==> config.mk <==
export PLATFORM = sky130hd
export DESIGN_NAME = unibus_arbiter
export DESIGN_NICKNAME = d
export VERILOG_FILES = /design/src/rtl/unibus_arbiter.sv
export SDC_FILE = /design/constraint.sdc
export NUM_CORES = 1
export LEC_CHECK = 0
export ABC_AREA = 1
export CAP_MARGIN = 20
export CORE_MARGIN = 4
export CORE_UTILIZATION = 47
export DETAILED_ROUTE_END_ITERATION = 10
export GPL_TIMING_DRIVEN = 0
export HOLD_SLACK_MARGIN = 0.12
export PLACE_DENSITY_LB_ADDON = 0.3
export SKIP_LAST_GASP = 1
export SYNTH_ARGS = -nofsm -noshare
export SYNTH_HDL_FRONTEND = slang
export SYNTH_SLANG_ARGS = --single-unit
==> constraint.sdc <==
create_clock -name clk -period 2.1 [get_ports clk]
set_input_delay 0.21 -clock clk [delete_from_list [all_inputs] [get_ports clk]]
set_output_delay 0.21 -clock clk [all_outputs]
set_load 0.02 [all_outputs]
==> src/rtl/unibus_arbiter.sv <==
// Round-robin arbiter and sequencer for the 4-bit unidirectional bus.
// Grants one of four requesters, holds its word on the bus, then pulses done.
module unibus_arbiter #(
  parameter int W    = 4,
  parameter int HOLD = 2
) (
  input  logic           clk,
  input  logic           rst,
  input  logic [3:0]     req,
  input  logic [4*W-1:0] din,
  output logic [3:0]     gnt,
  output logic [W-1:0]   bus_d,
  output logic           bus_c,
  output logic [3:0]     done,
  output logic           busy
);

  localparam logic [1:0] IDLE = 2'd0;
  localparam logic [1:0] XFER = 2'd1;
  localparam logic [1:0] DONE = 2'd2;

  localparam logic [3:0] LAST = 4'(HOLD - 1);

  logic [1:0]   state;
  logic [1:0]   ptr;
  logic [3:0]   cnt;
  logic [1:0]   idx;
  logic [W-1:0] word;

  logic [1:0]   sel;
  logic         hit;

  // First requester at or above ptr, wrapping 3 -> 0.
  always_comb begin
    sel = 2'd0;
    hit = 1'b0;
    for (int i = 0; i < 4; i++) begin
      if (!hit && req[ptr + 2'(i)]) begin
        hit = 1'b1;
        sel = ptr + 2'(i);
      end
    end
  end

  always_ff @(posedge clk) begin
    if (rst) begin
      state <= IDLE;
      ptr   <= 2'd0;
      cnt   <= 4'd0;
      idx   <= 2'd0;
      word  <= '0;
      gnt   <= 4'd0;
      bus_d <= '0;
      bus_c <= 1'b0;
      done  <= 4'd0;
      busy  <= 1'b0;
    end else begin
      case (state)
        IDLE: begin
          done <= 4'd0;
          if (hit) begin
            state <= XFER;
            idx   <= sel;
            word  <= din[sel*W +: W];
            cnt   <= 4'd0;
            gnt   <= 4'b0001 << sel;
            bus_d <= din[sel*W +: W];
            bus_c <= 1'b1;
            busy  <= 1'b1;
          end
        end
        XFER: begin
          cnt <= cnt + 4'd1;
          if (cnt == LAST) begin
            state <= DONE;
            gnt   <= 4'd0;
            bus_d <= '0;
            bus_c <= 1'b0;
            done  <= 4'b0001 << idx;
          end
        end
        DONE: begin
          state <= IDLE;
          ptr   <= idx + 2'd1;
          done  <= 4'd0;
          busy  <= 1'b0;
        end
        default: begin
          state <= IDLE;
          gnt   <= 4'd0;
          bus_d <= '0;
          bus_c <= 1'b0;
          done  <= 4'd0;
          busy  <= 1'b0;
        end
      endcase
    end
  end

endmodule

; Word-level counts from Yosys, hierarchy flattened
; Index checks and enable logic that the tools add are counted.
[classes]
n_addsub = 5
mul = 0
div = 0
order_cmp = 4
eq_ne = 5
shifts = 3
n_mux = 30
bitwise = 2
reduce_logical = 14
[op_table]
columns = cell, count
row1 = 4-bit one-hot mux with 3 select lines, 2
row2 = 4-bit two-way mux, 4
row3 = 16-bit by 5-bit variable part select with 4-bit output, 1
row4 = "2-bit by 3-bit < comparator with 1-bit output, second input constant", 4
row5 = 2-bit two-way mux, 6
row6 = 1-bit two-way mux, 10
row7 = 1-bit binary-select mux with 2-bit select, 4
row8 = 4-bit one-hot mux with 2 select lines, 1
row9 = 2-bit AND reduction, 4
row10 = "1-bit by 2-bit << shifter with 4-bit output, first input constant", 2
row11 = "2-bit by 1-bit adder with 2-bit output, second input constant", 2
row12 = "2-bit adder, second input constant", 2
row13 = "4-bit by 1-bit adder with 4-bit output, second input constant", 1
row14 = "4-bit by 1-bit equality test with 1-bit output, second input constant", 1
row15 = "2-bit inequality test, second input constant", 2
row16 = 2-bit one-hot mux with 2 select lines, 1
row17 = 1-bit logical AND, 3
row18 = 1-bit logical NOT, 3
row19 = 1-bit one-hot mux with 3 select lines, 1
row20 = 3-bit AND reduction, 1
row21 = "2-bit by 1-bit equality test with 1-bit output, second input constant", 1
row22 = "2-bit equality test, second input constant", 1
row23 = 2-bit logical NOT, 1
row24 = 1-bit NOT, 2
row25 = other kinds (3), 3
[totals]
register_bits = 24
latchBits = 0
ram_bits = 0
mem_bits_ro = 0
input_bits = 22
output_inout_bits = 14
n_memories = 0

; Depth between registers and ports, before layout
; Gate-level depths: netlist of the first run.
[logic_depth]
ltp_word = 15
ltp_mapped = 15

; Least setup slack after synthesis of the first run
; OpenSTA, ideal clock, no wires.
[synth_path]
path_kind = register to register
start = reg ptr[0]
end = reg bus_d[0]
setup_time_ps = 59
arrival_time_ps = 1511
t_required_ps = 2041
slack_ps = 530
stages_incl_launch_ff = 13
n_path_buf = 2
period_less_slack_ps = 1570
path_cell_list = dfxtp_1 buf_6 nand2_2 nand3_1 nand2_2 nor2_4 nand3_4 nand3_2 buf_6 nand2_1 a21oi_1 o21ai_1 nand2_1
[synth_via]
elab_chain_cells = 15
word_cells_on_any_way = 30
classes_between = add/sub: 3 / eq/ne: 1 / shift: 1 / mux: 18 / reduce/logical: 7
[synth_rtl]
columns = item, line
row1 = from (decl), 25  ; logic [1:0] ptr;
row2 = from (signal assigned), 84  ; ptr <= idx + 2'd1;
row3 = "parallel branches: the longest is 15 deep, another holds 2-bit by 1-bit adder with 2-bit output", -
row4 = to (signal assigned), 67  ; bus_d <= din[sel*W +: W];
row5 = to (decl), 12  ; output logic [W-1:0] bus_d,
; Parallel ways; which one is timed is not known. The select of a mux whose other input is x is not followed.
; A chain may end at the register's enable or synchronous reset.

; Worst setup path after layout of the first run
[layout_path]
start = reg ptr[0]
end = reg bus_d[2]
; The elaborated chain is that of the path after synthesis.

==> PnR_summary.wiki, run 1 <==
{| class="wikitable"
! Metric !! Value
|-
| Status || completed
|-
| Ratio of cells with drive above 1 in the final layout || 11.02%
|-
| Setup slack after placement || 0.1087 ns
|-
| Total via count after detailed routing || 1408
|-
| Maximum capacitance violations || 0
|-
| Total power density per cell area || 620.3 nW/um^2
|-
| Least-Margin Pin Slew || 0.3303 ns
|-
| Worst-path cell chain || buf_6 -> nand2_2 -> nand3_1 -> nand2_2 -> nor2_4 -> nand3_4 -> nand3_2 -> buf_6 -> nand2_2 -> a21oi_1 -> o21ai_1 -> nand2_1
|-
| Switching power || 392.5 uW
|-
| CTS Buf Count || 3
|-
| Most numerous cell in the Yosys netlist || sky130_fd_sc_hd__nand2_1
|-
| Antenna-violating nets left || 0
|-
| Root buffer cell || sky130_fd_sc_hd__clkbuf_4
|-
| Row cnt || 19
|-
| RSZ-0062 raised after global routing || false
|-
| Post-route clock period utilization || 86.90%
|-
| Worst min-delay path class || flop to flop
|-
| Critical-path top delay cell || sky130_fd_sc_hd__dfxtp_1
|-
| Via count of the first global-routing pass || 1263
|-
| Die Wd || 62.56 um
|-
| Initial standard-cell utilization of the core || 49.87%
|-
| Placed Cells incl. Taps || 273
|-
| Share of the synthesized area in the top cell type || 34.35%
|-
| Final instance count without filler cells || 276
|-
| Count of H-tree levels built during CTS || 1
|-
| Largest cells by area after synthesis || sky130_fd_sc_hd__dfxtp_1 34%, sky130_fd_sc_hd__nand2_1 17%, sky130_fd_sc_hd__nand3_1 8.9%
|-
| Commonest register cell after synthesis || sky130_fd_sc_hd__dfxtp_1
|-
| Proportion of synthesized chip area in sequential cells || 34.35%
|-
| Max VDD drop || 555.8 uV
|-
| I/O Buffers || 35
|-
| Final slew viol count || 0
|-
| Synthesized Nets || 235
|-
| Required time at the endpoint of the critical path || 2.36 ns
|-
| DRC viols || 0
|-
| Final period demand of the worst path || 1.825 ns
|-
| Number of library cell types mapped by synthesis || 22
|-
| Final Hold Vio Count || 0
|-
| Area added between synthesis and finish || 29.43%
|-
| Worst Setup End Kind || flop
|-
| Die area || 3913 um^2
|-
| Hold_buf cts || 0
|-
| Total congestion overflow after global routing || 0
|-
| Vias per cell || 5.101
|-
| Die outline height || 62.56 um
|-
| Worst max-slew margin expressed relative to the limit || 77.92%
|-
| Post-layout net count || 275
|-
| Top cell types by occurrence after synthesis || 64 x sky130_fd_sc_hd__nand2_1, 25 x sky130_fd_sc_hd__nand3_1, 24 x sky130_fd_sc_hd__dfxtp_1, 21 x sky130_fd_sc_hd__inv_1, 19 x sky130_fd_sc_hd__a21oi_1
|-
| Worst Clk Skew || 0.006848 ns
|-
| Post-CTS resize count || 0
|-
| Clk Latency, worst-skew pair || 0.31 ns
|-
| Maximum clock frequency || 548.0 MHz
|-
| Routed wire per std cell || 11.67 um
|-
| Cell type with the highest occurrence count on the critical path || sky130_fd_sc_hd__nand2_2
|-
| P_leak || 0.8153 nW
|-
| Number of flops mapped to enable cells by yosys || 0
|-
| Post-route standard cell area excluding fillers || 1810 um^2
|-
| Clock-pin slew reported for the worst setup and hold paths after clock tree synthesis || 0.12 ns
|-
| Largest fanout of any net on the critical path || 10
|-
| Total number of yosys warnings || 0
|-
| # setup viols final || 0
|-
| CTS max path bufs || 2
|-
| Postcts setup bufs || 0
|-
| IO Count || 36
|-
| Number of antenna violations at the first check in global routing || 0
|-
| Number of synthesized register bits || 24
|-
| Utilization after layout || 64.54%
|-
| Total length of routed wires || 3222 um
|-
| Number of design-rule violations left by the first detailed-router iteration || 90
|-
| Core footprint || 2805 um^2
|-
| ANT cells || 0
|-
| Final Worst Setup Slack || 0.2750 ns
|-
| Fraction of power consumed by combinational cells || 35.8%
|-
| Clock Sinks || 24
|-
| Final weighted congestion in routability-driven placement || 0.7798
|-
| GRT Util Overall || 16.80%
|-
| Part of the total power dissipated in the clock network || 17.5%
|-
| Count of TritonRoute iterations in the first routing pass || 4
|-
| First-pass GRT wire length || 5506 um
|-
| Library cell with the largest summed area after synthesis || sky130_fd_sc_hd__dfxtp_1
|-
| Internal portion of total power || 730.7 uW
|-
| Async set-reset flop share out of synthesis || 0%
|-
| Pin count of the biggest net entering global routing || 13
|-
| Mean instance size in the synthesized netlist || 6.758 um^2
|-
| Startpoint class of the critical path || flop
|-
| Total Negative Setup Slacks || 0 ns
|-
| Sw Share || 34.94%
|-
| Category of the most critical setup path || flop to flop
|-
| Placement Cell Area || 1788 um^2
|-
| Delay contributed by the slowest stage of the critical path || 0.41 ns
|-
| Post-DP HPWL || 2449 um
|-
| Proportion of power drawn by flip-flops and latches || 46.7%
|-
| CP Data Arrival Time || 2.09 ns
|-
| Synthesized instance count || 207
|-
| Post-synthesis instance area || 1399 um^2
|-
| Clock tree from TritonCTS || yes
|}
==> state kept, by name (all words and copies together), names as in the netlist, 2 cells and up <==
register	flops
bus_d	4
cnt	4
done	4
gnt	4
idx	2
ptr	2
state	2
==> critical path: cells and delay by family, from the launching register on <==
| family | cells | cell delay (ns) |
|---|---|---|
| simple gates | 8 | 0.85 |
| flops | 1 | 0.41 |
| buf+inv | 2 | 0.31 |
| compound gates | 2 | 0.20 |
==> cell type report <==
class | instances | area (um^2)
fill | 286 | 994.7
multi-input combinational | 155 | 798.3
sequential | 24 | 480.5
timing repair buffer | 35 | 350.3
inverter | 26 | 97.59
tap | 31 | 38.79
clock buffer | 3 | 22.52
buffer | 2 | 22.52
==> metrics by stage <==
stage                     total power, mW  hold slack [ns]
after floorplan                    0.7876           0.2791
after global placement             0.9313           0.4527
after detailed placement           0.9380           0.4535
after CTS                           1.134           0.4718
after global routing                1.206           0.4916
final                               1.123           0.4717
==> power groups by stage <==
stage / combinational (mW) / clock (mW) / sequential [mW]
after CTS: 0.405 / 0.206 / 0.524
after floorplan: 0.223 / 0 / 0.565
after detailed placement: 0.404 / 0 / 0.534
after global routing: 0.448 / 0.230 / 0.529
final: 0.402 / 0.196 / 0.524
after global placement: 0.399 / 0 / 0.532
==> cells in the final DEF, fill, tap and decap left out <==
cell type and instances:
sky130_fd_sc_hd__inv_2 5, sky130_fd_sc_hd__nand2_2 10, sky130_fd_sc_hd__o21ai_1 5, sky130_fd_sc_hd__nor2_1 7
sky130_fd_sc_hd__nand3_1 25, sky130_fd_sc_hd__a21oi_1 19, sky130_fd_sc_hd__and3_1 1, sky130_fd_sc_hd__clkbuf_4 3
sky130_fd_sc_hd__o21ai_0 6, sky130_fd_sc_hd__nand3_2 3, sky130_fd_sc_hd__o31ai_1 1, sky130_fd_sc_hd__ha_1 6
sky130_fd_sc_hd__buf_6 2, sky130_fd_sc_hd__clkdlybuf4s50_1 35, sky130_fd_sc_hd__dfxtp_1 24, sky130_fd_sc_hd__nand2_1 64
sky130_fd_sc_hd__nand3_4 1, sky130_fd_sc_hd__nand2_4 1, sky130_fd_sc_hd__o22ai_1 1, sky130_fd_sc_hd__inv_1 21
sky130_fd_sc_hd__a31oi_1 1, sky130_fd_sc_hd__nor3_1 1, sky130_fd_sc_hd__nand4_1 1, sky130_fd_sc_hd__nor2_4 2
==> routing by layer <==
metal  share of wire [%]  global-route usage [%]
met4                 1.1                   4.132
met2                  44                   26.36
met1                  50                   22.70
met5                   0                       0
met3                 4.6                   4.676
==> cells by family after synthesis <==
| family | after synthesis | share of synthesized area (%) |
|---|---|---|
| DFF | 24 | 34.35 |
| AOI/OAI and AO/OA | 33 | 12.17 |
| buffers and inverters | 28 | 8.587 |
| adders and majority gates | 6 | 5.367 |
| and+or+nand+nor | 116 | 39.54 |
==> worst paths after layout <==
kind	from	end	slack, ns	cells past startpoint
setup reg to reg	ptr[0]$_SDFFE_PP0N_	bus_d[2]$_SDFFE_PP0P_	0.28	12
setup / recovery	ptr[0]$_SDFFE_PP0N_	bus_d[2]$_SDFFE_PP0P_	0.28	12
hold reg to reg	bus_d[3]$_SDFFE_PP0P_	bus_d[3]$_SDFFE_PP0P_	0.47	2
hold / removal	bus_d[3]$_SDFFE_PP0P_	bus_d[3]$_SDFFE_PP0P_	0.47	2
Power figures use the tool's default switching activity.
==> inputs of run 2 (changes only) <==
--- a/config.mk
+++ b/config.mk
@@ -9,6 +9,7 @@
 export CAP_MARGIN = 20
 export CORE_MARGIN = 4
 export CORE_UTILIZATION = 47
+export CTS_CLUSTER_SIZE = 40
 export DETAILED_ROUTE_END_ITERATION = 10
 export GPL_TIMING_DRIVEN = 0
 export HOLD_SLACK_MARGIN = 0.12
==> results of run 2 <==
No change in the layout: final DEF, timing and power equal those of run 1.
==> inputs of run 3 (changes only) <==
--- a/config.mk
+++ b/config.mk
@@ -6,7 +6,7 @@
 export NUM_CORES = 1
 export LEC_CHECK = 0
 export ABC_AREA = 1
-export CAP_MARGIN = 20
+export CAP_MARGIN = 30
 export CORE_MARGIN = 4
 export CORE_UTILIZATION = 47
 export CTS_CLUSTER_SIZE = 40
==> results of run 3 <==
No change in the layout: final DEF, timing and power equal those of run 1.
